==> config.mk <==
export PLATFORM = sky130hd
export DESIGN_NAME = id_pipe
export DESIGN_NICKNAME = d
export VERILOG_FILES = /design/src/rtl/id_pipe.sv
export SDC_FILE = /design/constraint.sdc
export NUM_CORES = 1
export LEC_CHECK = 0
export BUFFER_PORTS_ARGS = -buffer_cell sky130_fd_sc_hd__buf_2
export CAP_MARGIN = 10
export CORE_ASPECT_RATIO = 0.7
export CORE_MARGIN = 3
export CORE_UTILIZATION = 44
export CTS_CLUSTER_DIAMETER = 40
export DETAILED_ROUTE_END_ITERATION = 8
export GPL_TIMING_DRIVEN = 0
export MAX_ROUTING_LAYER = met4
export PLACE_DENSITY_LB_ADDON = 0.1
export SYNTH_ARGS = -nofsm -noshare
export SYNTH_HDL_FRONTEND = slang
export SYNTH_SLANG_ARGS = --single-unit
==> constraint.sdc <==
create_clock -name clk -period 2.1 [get_ports clk]
set_input_delay 0.105 -clock clk [delete_from_list [all_inputs] [get_ports clk]]
set_output_delay 0.105 -clock clk [all_outputs]
set_load 0.02 [all_outputs]
==> src/rtl/id_pipe.sv <==
// RV32I decode stage fused with the ID/EX register: forwarding, load-use stall,
// flush, back-pressure and illegal-encoding flagging behind a valid/ready handshake.
module id_pipe #(
    parameter int XLEN       = 32,
    parameter bit ENABLE_FWD = 1'b1
) (
    input  logic            clk,
    input  logic            rst,
    input  logic            in_valid,
    output logic            in_ready,
    input  logic [XLEN-1:0] in_pc,
    input  logic [31:0]     in_inst,
    input  logic            flush,
    output logic [4:0]      rf_raddr1,
    output logic [4:0]      rf_raddr2,
    output logic            rf_re1,
    output logic            rf_re2,
    input  logic [XLEN-1:0] rf_rdata1,
    input  logic [XLEN-1:0] rf_rdata2,
    input  logic            ex_we,
    input  logic            ex_is_load,
    input  logic [4:0]      ex_waddr,
    input  logic [XLEN-1:0] ex_wdata,
    input  logic            mem_we,
    input  logic [4:0]      mem_waddr,
    input  logic [XLEN-1:0] mem_wdata,
    output logic            out_valid,
    input  logic            out_ready,
    output logic [XLEN-1:0] out_pc,
    output logic [6:0]      out_opcode,
    output logic [5:0]      out_opt,
    output logic [XLEN-1:0] out_rdata1,
    output logic [XLEN-1:0] out_rdata2,
    output logic            out_we,
    output logic [4:0]      out_waddr,
    output logic [XLEN-1:0] out_imm,
    output logic [4:0]      out_shamt,
    output logic            out_illegal
);

    localparam logic [6:0] OpcodeNOP = 7'b0000000;
    localparam logic [6:0] OpLui     = 7'b0110111;
    localparam logic [6:0] OpAuipc   = 7'b0010111;
    localparam logic [6:0] OpJal     = 7'b1101111;
    localparam logic [6:0] OpJalr    = 7'b1100111;
    localparam logic [6:0] OpBranch  = 7'b1100011;
    localparam logic [6:0] OpLoad    = 7'b0000011;
    localparam logic [6:0] OpStore   = 7'b0100011;
    localparam logic [6:0] OpImm     = 7'b0010011;
    localparam logic [6:0] OpReg     = 7'b0110011;

    localparam logic [5:0] OptNOP   = 6'd0;
    localparam logic [5:0] OptLUI   = 6'd1;
    localparam logic [5:0] OptAUIPC = 6'd2;
    localparam logic [5:0] OptJAL   = 6'd3;
    localparam logic [5:0] OptJALR  = 6'd4;
    localparam logic [5:0] OptBEQ   = 6'd5;
    localparam logic [5:0] OptBNE   = 6'd6;
    localparam logic [5:0] OptBLT   = 6'd7;
    localparam logic [5:0] OptBGE   = 6'd8;
    localparam logic [5:0] OptBLTU  = 6'd9;
    localparam logic [5:0] OptBGEU  = 6'd10;
    localparam logic [5:0] OptLB    = 6'd11;
    localparam logic [5:0] OptLH    = 6'd12;
    localparam logic [5:0] OptLW    = 6'd13;
    localparam logic [5:0] OptLBU   = 6'd14;
    localparam logic [5:0] OptLHU   = 6'd15;
    localparam logic [5:0] OptSB    = 6'd16;
    localparam logic [5:0] OptSH    = 6'd17;
    localparam logic [5:0] OptSW    = 6'd18;
    localparam logic [5:0] OptADDI  = 6'd19;
    localparam logic [5:0] OptSLTI  = 6'd20;
    localparam logic [5:0] OptSLTIU = 6'd21;
    localparam logic [5:0] OptXORI  = 6'd22;
    localparam logic [5:0] OptORI   = 6'd23;
    localparam logic [5:0] OptANDI  = 6'd24;
    localparam logic [5:0] OptSLLI  = 6'd25;
    localparam logic [5:0] OptSRLI  = 6'd26;
    localparam logic [5:0] OptSRAI  = 6'd27;
    localparam logic [5:0] OptADD   = 6'd28;
    localparam logic [5:0] OptSUB   = 6'd29;
    localparam logic [5:0] OptSLL   = 6'd30;
    localparam logic [5:0] OptSLT   = 6'd31;
    localparam logic [5:0] OptSLTU  = 6'd32;
    localparam logic [5:0] OptXOR   = 6'd33;
    localparam logic [5:0] OptSRL   = 6'd34;
    localparam logic [5:0] OptSRA   = 6'd35;
    localparam logic [5:0] OptOR    = 6'd36;
    localparam logic [5:0] OptAND   = 6'd37;

    logic [6:0] opcode;
    logic [2:0] f3;
    logic [6:0] f7;
    assign opcode = in_inst[6:0];
    assign f3     = in_inst[14:12];
    assign f7     = in_inst[31:25];

    logic [XLEN-1:0] imm_i, imm_s, imm_b, imm_u, imm_j;
    assign imm_i = XLEN'($signed(in_inst[31:20]));
    assign imm_s = XLEN'($signed({in_inst[31:25], in_inst[11:7]}));
    assign imm_b = XLEN'($signed({in_inst[31], in_inst[7], in_inst[30:25], in_inst[11:8], 1'b0}));
    assign imm_u = XLEN'($signed({in_inst[31:12], 12'b0}));
    assign imm_j = XLEN'($signed({in_inst[31], in_inst[19:12], in_inst[20], in_inst[30:21], 1'b0}));

    logic [5:0]      dec_opt;
    logic [6:0]      dec_opcode;
    logic [XLEN-1:0] dec_imm;
    logic [4:0]      dec_shamt;
    logic            dec_we, dec_re1, dec_re2, dec_illegal;

    always_comb begin
        dec_opt     = OptNOP;
        dec_imm     = '0;
        dec_shamt   = '0;
        dec_we      = 1'b0;
        dec_re1     = 1'b0;
        dec_re2     = 1'b0;
        dec_illegal = 1'b0;
        case (opcode)
            OpLui:   begin dec_opt = OptLUI;   dec_imm = imm_u; dec_we = 1'b1; end
            OpAuipc: begin dec_opt = OptAUIPC; dec_imm = imm_u; dec_we = 1'b1; end
            OpJal:   begin dec_opt = OptJAL;   dec_imm = imm_j; dec_we = 1'b1; end
            OpJalr: begin
                dec_opt = OptJALR; dec_imm = imm_i; dec_re1 = 1'b1; dec_we = 1'b1;
                dec_illegal = (f3 != 3'd0);
            end
            OpBranch: begin
                dec_imm = imm_b; dec_re1 = 1'b1; dec_re2 = 1'b1;
                case (f3)
                    3'd0:    dec_opt = OptBEQ;
                    3'd1:    dec_opt = OptBNE;
                    3'd4:    dec_opt = OptBLT;
                    3'd5:    dec_opt = OptBGE;
                    3'd6:    dec_opt = OptBLTU;
                    3'd7:    dec_opt = OptBGEU;
                    default: dec_illegal = 1'b1;
                endcase
            end
            OpLoad: begin
                dec_imm = imm_i; dec_re1 = 1'b1; dec_we = 1'b1;
                case (f3)
                    3'd0:    dec_opt = OptLB;
                    3'd1:    dec_opt = OptLH;
                    3'd2:    dec_opt = OptLW;
                    3'd4:    dec_opt = OptLBU;
                    3'd5:    dec_opt = OptLHU;
                    default: dec_illegal = 1'b1;
                endcase
            end
            OpStore: begin
                dec_imm = imm_s; dec_re1 = 1'b1; dec_re2 = 1'b1;
                case (f3)
                    3'd0:    dec_opt = OptSB;
                    3'd1:    dec_opt = OptSH;
                    3'd2:    dec_opt = OptSW;
                    default: dec_illegal = 1'b1;
                endcase
            end
            OpImm: begin
                dec_imm = imm_i; dec_re1 = 1'b1; dec_we = 1'b1;
                case (f3)
                    3'd0: dec_opt = OptADDI;
                    3'd2: dec_opt = OptSLTI;
                    3'd3: dec_opt = OptSLTIU;
                    3'd4: dec_opt = OptXORI;
                    3'd6: dec_opt = OptORI;
                    3'd7: dec_opt = OptANDI;
                    3'd1: begin
                        dec_opt = OptSLLI; dec_shamt = in_inst[24:20];
                        dec_illegal = (f7 != 7'h00);
                    end
                    default: begin
                        dec_shamt = in_inst[24:20];
                        if (f7 == 7'h00)      dec_opt = OptSRLI;
                        else if (f7 == 7'h20) dec_opt = OptSRAI;
                        else                  dec_illegal = 1'b1;
                    end
                endcase
            end
            OpReg: begin
                dec_re1 = 1'b1; dec_re2 = 1'b1; dec_we = 1'b1;
                case ({f7, f3})
                    {7'h00, 3'd0}: dec_opt = OptADD;
                    {7'h20, 3'd0}: dec_opt = OptSUB;
                    {7'h00, 3'd1}: dec_opt = OptSLL;
                    {7'h00, 3'd2}: dec_opt = OptSLT;
                    {7'h00, 3'd3}: dec_opt = OptSLTU;
                    {7'h00, 3'd4}: dec_opt = OptXOR;
                    {7'h00, 3'd5}: dec_opt = OptSRL;
                    {7'h20, 3'd5}: dec_opt = OptSRA;
                    {7'h00, 3'd6}: dec_opt = OptOR;
                    {7'h00, 3'd7}: dec_opt = OptAND;
                    default:       dec_illegal = 1'b1;
                endcase
            end
            default: dec_illegal = 1'b1;
        endcase
        // Undefined encodings travel on as harmless NOPs carrying the illegal flag.
        if (dec_illegal) begin
            dec_opt   = OptNOP;
            dec_imm   = '0;
            dec_shamt = '0;
            dec_we    = 1'b0;
            dec_re1   = 1'b0;
            dec_re2   = 1'b0;
        end
    end

    assign dec_opcode = dec_illegal ? OpcodeNOP : opcode;
    assign rf_raddr1  = in_inst[19:15];
    assign rf_raddr2  = in_inst[24:20];
    assign rf_re1     = dec_re1;
    assign rf_re2     = dec_re2;

    logic ex_hit1, ex_hit2, mem_hit1, mem_hit2, hazard;
    assign ex_hit1  = dec_re1 & (rf_raddr1 != 5'd0) & ex_we  & (ex_waddr  == rf_raddr1);
    assign ex_hit2  = dec_re2 & (rf_raddr2 != 5'd0) & ex_we  & (ex_waddr  == rf_raddr2);
    assign mem_hit1 = dec_re1 & (rf_raddr1 != 5'd0) & mem_we & (mem_waddr == rf_raddr1);
    assign mem_hit2 = dec_re2 & (rf_raddr2 != 5'd0) & mem_we & (mem_waddr == rf_raddr2);

    // Load data is not ready in EX, so an EX load match always stalls.
    assign hazard = ((ex_hit1 | ex_hit2) & ex_is_load)
                  | (!ENABLE_FWD & (ex_hit1 | ex_hit2 | mem_hit1 | mem_hit2));

    logic [XLEN-1:0] opnd1, opnd2;
    always_comb begin
        opnd1 = rf_rdata1;
        if (dec_re1) begin
            if (rf_raddr1 == 5'd0)          opnd1 = '0;
            else if (ex_hit1 & !ex_is_load) opnd1 = ex_wdata;
            else if (mem_hit1)              opnd1 = mem_wdata;
        end
        opnd2 = rf_rdata2;
        if (dec_re2) begin
            if (rf_raddr2 == 5'd0)          opnd2 = '0;
            else if (ex_hit2 & !ex_is_load) opnd2 = ex_wdata;
            else if (mem_hit2)              opnd2 = mem_wdata;
        end
    end

    logic capture;
    assign in_ready = (!out_valid | out_ready) & !hazard & !flush;
    assign capture  = in_valid & in_ready;

    always_ff @(posedge clk or negedge rst) begin
        if (!rst) begin
            out_valid   <= 1'b0;
            out_pc      <= '0;
            out_opcode  <= OpcodeNOP;
            out_opt     <= OptNOP;
            out_rdata1  <= '0;
            out_rdata2  <= '0;
            out_we      <= 1'b0;
            out_waddr   <= '0;
            out_imm     <= '0;
            out_shamt   <= '0;
            out_illegal <= 1'b0;
        end else begin
            if (flush)          out_valid <= 1'b0;
            else if (capture)   out_valid <= 1'b1;
            else if (out_ready) out_valid <= 1'b0;
            if (capture) begin
                out_pc      <= in_pc;
                out_opcode  <= dec_opcode;
                out_opt     <= dec_opt;
                out_rdata1  <= opnd1;
                out_rdata2  <= opnd2;
                out_we      <= dec_we;
                out_waddr   <= in_inst[11:7];
                out_imm     <= dec_imm;
                out_shamt   <= dec_shamt;
                out_illegal <= dec_illegal;
            end
        end
    end

endmodule

* Word-level counts from Yosys, hierarchy flattened
Cells that the tools add are included.
** Operators by class
- Equal/unequal tests :: 30
- Bitwise logic cells :: 18
- Reduce and logical (&&, ||, !) cells :: 25
- Muxes and demuxes :: 40
** Operators by type and width (number)
- two-way mux 32 bit :: 9
- one-hot mux 32 bit (5 select lines) :: 1
- one-hot mux 6 bit (10 select lines) :: 1
- one-hot mux 6 bit (9 select lines) :: 1
- == test 10 x 3 -> 1 bit (second input constant) :: 4
- one-hot mux 5 bit (7 select lines) :: 1
- == test 7 x 6 -> 1 bit (second input constant) :: 4
- two-way mux 5 bit :: 5
- one-hot mux 4 bit (6 select lines) :: 1
- == test 7 bit (second input constant) :: 3
- == test 10 x 2 -> 1 bit (second input constant) :: 2
- == test 10 x 9 -> 1 bit (second input constant) :: 2
- == test 5 bit :: 4
- one-hot mux 4 bit (5 select lines) :: 1
- OR reduction 6 bit :: 3
- bitwise AND 1 bit :: 16
- two-way mux 1 bit :: 15
- one-hot mux 5 bit (3 select lines) :: 1
- == test 7 x 5 -> 1 bit (second input constant) :: 2
- == test 3 bit (second input constant) :: 4
- OR reduction 3 bit :: 4
- == test 10 x 1 -> 1 bit (second input constant) :: 1
- zero test 10 bit :: 1
- zero test 5 bit :: 2
- other kinds (18) :: 25
** Word-level totals
- Word-level logic and storage cells :: 124
- Input port bits :: 210
- Bits in registers :: 154
- Output and inout port bits :: 167

* Depth between registers and ports, before layout
- Depth after elaboration :: 17
- Gate-level depth with buffers :: 12
- Depth with buffers taken out :: 7

* Worst setup path after synthesis
Ideal clock, no wire load.
- Path type :: input-to-reg
- From :: in in_inst[2]
- To :: reg out_pc[27]
- Path buffers :: 3
- Stages on the path :: 9
- Setup slack :: -0.296 ns
- Arrival :: 2.268 ns
- Cell sequence :: buf_2 or3b_1 a211o_1 nor4_4 o211ai_1 o21ai_2 buf_4 buf_4 mux2_1
** On the way
- Cells in the longest elaborated chain, start to end :: 13
- Elaborated cells between the ends (all ways) :: 29
- Those cells by class :: eq/ne (9); mux (5); bitwise (11); reduce/logical (4)
** Ends and longest elaborated chain
- start, declared :: RTL line 12 : input logic [31:0] in_inst,
- == test 7 bit (tied with other cells) :: RTL line 119 : case (opcode)
- OR reduction 3 bit (no line) / OR reduction 6 bit (equally long branches)
- one-hot mux 1 bit (7 select lines) / two-way mux 1 bit (equally long branches) :: RTL line 119
- two-way mux 1 bit :: RTL line 199 : if (dec_illegal) begin
- bitwise AND 1 bit, on equally long branches (3 in a row) :: RTL line 216, 217
- bitwise OR 1 bit (*)
- bitwise AND 1 bit (*) :: RTL line 222 : assign hazard = ((ex_hit1 | ex_hit2) & ex_is_load)
- zero test 1 bit (*) :: RTL line 242 : assign in_ready = (!out_valid | out_ready) & !hazard & !flush;
- bitwise AND 1 bit (*) (2 in a row) :: RTL line 242
- bitwise AND 1 bit (*) :: RTL line 243 : assign capture = in_valid & in_ready;
- end signal, assigned :: RTL line 263 : out_pc <= in_pc;
- end, declared :: RTL line 29 : output logic [XLEN-1:0] out_pc,
Every way passes the cells marked *; elsewhere a longest branch is shown, timed or not.
A chain may end at the register's enable or synchronous reset.

* Worst setup path after layout
- From :: in in_inst[25]
- To :: reg out_pc[17]
** On the way
- Cells in the longest elaborated chain, start to end :: 15
- Elaborated cells between the ends (all ways) :: 33
- Those cells by class :: eq/ne (10); mux (7); bitwise (11); reduce/logical (5)
** Ends and longest elaborated chain
- == test 7 x 6 -> 1 bit :: RTL line 175 : else if (f7 == 7'h20) dec_opt = OptSRAI;
- two-way mux 1 bit :: RTL line 175
- two-way mux 1 bit :: RTL line 174 : if (f7 == 7'h00) dec_opt = OptSRLI;
- one-hot mux 1 bit (2 select lines) :: RTL line 161 : case (f3)
- one-hot mux 1 bit (7 select lines) (*) :: RTL line 119
- two-way mux 1 bit :: RTL line 199
- bitwise AND 1 bit, on equally long branches (3 in a row) :: RTL line 216, 217
- bitwise OR 1 bit (*)
- bitwise AND 1 bit (*) :: RTL line 222
- zero test 1 bit (*) :: RTL line 242
- bitwise AND 1 bit (*) (2 in a row) :: RTL line 242
- bitwise AND 1 bit (*) :: RTL line 243
Marks and branches as above.

==> results.ini <==
[clocking]
cts_buffer_depth = 2
cts_tree = built
cts_buffers = 17
cts.htree.levels = 4
root_buffer = clkbuf_16
clock_latency_ns = 0.43
cts.sink_count = 154
clk_pin_slew_worst_paths_ns = 0.07

[synthesis]
syn_avg_cell_area_um2 = 9.23
syn_inst = 949
yosysWarningCount = 0
synth_area_mm2 = 0.00875
synth_edf_count = 0
ys_seq_area_share_pct = 44.0
synth_cell_types = 52
syn-num-nets = 1159
ys_async_sr_fraction_pct = 100
ys_seq_elements = 154
synthFlopType = dfrtp_1

[setup_path]
path_buf_inv = 5
critical_path_depth = 11
crit_chain = buf_2, nor2_1, nand4b_1, a32o_2, nand4bb_1, buf_6, buf_6, o21ai_4, buf_12, clkbuf_16, mux2_4
worstSetupPathType = in -> reg
crit_end = out_pc[17]$_DFFE_PN0P_
critPathMostFrequentCell = buf_6
crit_slowest_cell = nor2_1
rr_endpoint = out_rdata2[23]$_DFFE_PN0P_
r2r-start = out_valid$_DFFE_PN0P_
critical_path.max_stage_delay_ns = 0.32
cp_max_fo = 8
worst_setup_path_start_kind = primary input
worstPathRequired_ns = 2.42
cp-end-kind = flop
reg2regPathDepth = 9
crit_start = in_inst[25]
critPathTopFamily = buffers and inverters
cp.arrival_ns = 2.54
r2r_slack_ns = 0.11

[status]
status = complete, but fails checks
violations = negative setup slack

[detailed_routing]
vias = 10600
drt_pass1_iterations = 6
ant_nets = 0
wl_per_cell_um = 22.6
viasPerCell = 5.95
detail_route.iter0.violations = 1165
drc_errors = 0
wirelength_mm = 40.4

[global_route]
grt_max_degree = 95
first_global_vias = 10000
antenna_found_initial = 5
grt_first_pass_wirelength_mm = 57.8
use_met2_pct = 52.6
met1_usage_pct = 48.5
grt.total_usage_pct = 35.2
met3_usage_pct = 7.28
top_usage_layer = met2
grt_overflow = 0

[timing]
period_share_pct = 106
fmax_ghz = 0.450
final_hold_viol_count = 0
period_minus_slack_ns = 2.22
setup_viol = 43
holdWs_ns = 0.0100
fin_ws_ns = -0.121
relSlewSlack_pct = 58.4
maxSlewViolCount = 0
tightest_slew_ns = 0.624
grt_setup_unrepaired = true
skew_ns = 0.00979

[pwr]
intPower_uw = 6280
leakagePower_uw = 0.00682
p_comb_share_pct = 27.7
switchingPower_uw = 3150
power.share.clock_pct = 34.8
swShare_pct = 33.4
p_seq_share_pct = 37.4
powerDensity_mw_per_mm2 = 657
ir_drop_mv = 0.400

[floorplanning]
core_area_mm2 = 0.0192
die_h_um = 124
die_w_um = 175
rows = 42
die_area_mm2 = 0.0217
start_util_pct = 45.5
num_io_pins = 377

[layout]
nets = 1716
areaGrowthSynthToFinish_pct = 63.9
final_util_pct = 74.6
drive_above_1_share_pct = 45.5
fillers = 1416

[placement]
place_hpwl_mm = 27.0
gp_congestion = 0.949
port_buffers = 368
place_ws_ns = -1.10

[min_path]
hold_path.class = in -> reg

[flow_run]
maxCapViolCount = 0

stage by stage:
step | instances | total power [uW] | TNS, ns | area, um2
finish | 1788 | 9420 | -2.95 | 14300
detailed placement | 1582 | 5620 | -110.35 | 11300
floorplan | 949 | 4680 | -10.23 | 9090
global route | 1788 | 9740 | -4.10 | 14300
global placement | 1581 | 5590 | -350.33 | 11300
CTS | 1762 | 9070 | -0.614 | 13500
cells in the final DEF (no fill, tap or decap), types with 28 or more instances in the layout:
master | Yosys | final
a211oi_2 | 0 | 28
buf_2 | 37 | 367
a21oi_1 | 30 | 29
mux2_2 | 62 | 45
nor2_1 | 93 | 89
o31ai_1 | 60 | 52
o21ai_1 | 18 | 30
o21ai_0 | 80 | 68
a22oi_1 | 70 | 43
buf_4 | 13 | 58
dfrtp_1 | 154 | 154
and3_1 | 39 | 39
nand2_1 | 91 | 88
dlygate4sd3_1 | 0 | 135
state kept, by name, indices dropped and copies added, names as in the netlist, 5 cells and up:
signal and cells:
out_rdata1 32, out_waddr 5, out_shamt 5, out_imm 32, out_pc 32, out_opcode 7
out_opt 6, out_rdata2 32
worst min-delay path by stage:
stage,from,to,slack (ns),depth (start not counted)
final,ex_wdata[26],out_rdata1[26]$_DFFE_PN0P_,0.01,3
after global routing,ex_wdata[3],out_rdata1[3]$_DFFE_PN0P_,-0.003,3
after CTS,ex_wdata[21],out_rdata2[21]$_DFFE_PN0P_,0.0003,3
after detailed placement,rst,out_pc[24]$_DFFE_PN0P_,0.08,1
after global placement,flush,out_valid$_DFFE_PN0P_,0.32,2
after floorplan,rst,out_illegal$_DFFE_PN0P_,-0.19,0
metal layers:
metal | up-vias | share of wire, %
met1 | 5146 | 41
met2 | 721 | 45
met5 | - | 0
met4 | 0 | 3.8
li1 | 4619 | -
met3 | 146 | 9.5
worst reg2reg max path: stages, from the launching register on:
cell	delay, ns
dfrtp_1	0.39
nand2b_1	0.09
nor2b_4	0.20
nand2_4	0.10
or3_4	0.35
nor3_4	0.22
buf_4	0.16
clkbuf_8	0.16
o21ai_0	0.11
o21ai_1	0.13
kinds of logic (layout without fill, tap and decap cells):
group                     count (synthesis)  in the layout  share of synthesized area [%]
and+or+nand+nor                         282            282                           15.1
other                                     0              5                              0
AOI/OAI and AO/OA                       319            319                           24.0
buffers and inverters                   102            672                           5.72
muxes                                    70             70                           9.00
DFF                                     154            154                           44.0
xor gates and xnor gates                 22             22                           2.20
cells in the mapped netlist, types with 8 or more instances:
master	number	area [um2]
nand2_1	91	342
nand3_1	13	65.1
a21oi_1	30	150
o21ai_1	18	90.1
and3_1	39	244
clkbuf_1	38	143
buf_2	37	185
mux2_2	62	698
buf_4	13	97.6
xnor2_1	13	114
nor3_1	9	45.0
nor2_1	93	349
a22oi_1	70	526
o31ai_1	60	450
mux2_1	8	90.1
o21ai_0	80	400
a211oi_1	35	263
xor2_1	9	78.8
dfrtp_1	154	3850
repair_timing:
| action | in CTS | in global routing |
|---|---|---|
| hold buffers | 134 | 1 |
| gates resized for setup | 55 | 196 |
| endpoints found under the setup margin | 151 | 157 |
| setup buffers | 15 | 18 |
| hold endpoints to repair | 168 | 1 |
| pin swaps | 9 | 40 |
| gates cloned | 0 | 5 |
power groups by stage:
stage / registers (uW) / clock network (uW) / logic (uW)
floorplan: 3950 / 0 / 732
detailed placement: 3530 / 0 / 2090
global route: 3550 / 3430 / 2760
finish: 3530 / 3280 / 2610
CTS: 3480 / 3270 / 2320
global placement: 3530 / 0 / 2060
area by class of cell:
class                           count  area, um2  share of cell area [%]
Clock inverter                     15        185                    1.29
Timing Repair Buffer              542       3620                    25.3
Tap cell                          264        330                    2.30
Multi-Input combinational cell    693       5030                    35.1
Inverter                            7       26.3                   0.183
Buffer                             91        860                    5.99
Sequential cell                   154       3850                    26.9
Antenna cell                        5       12.5                  0.0872
Clock buffer                       17        425                    2.97
(Power assumes the default switching activity.)
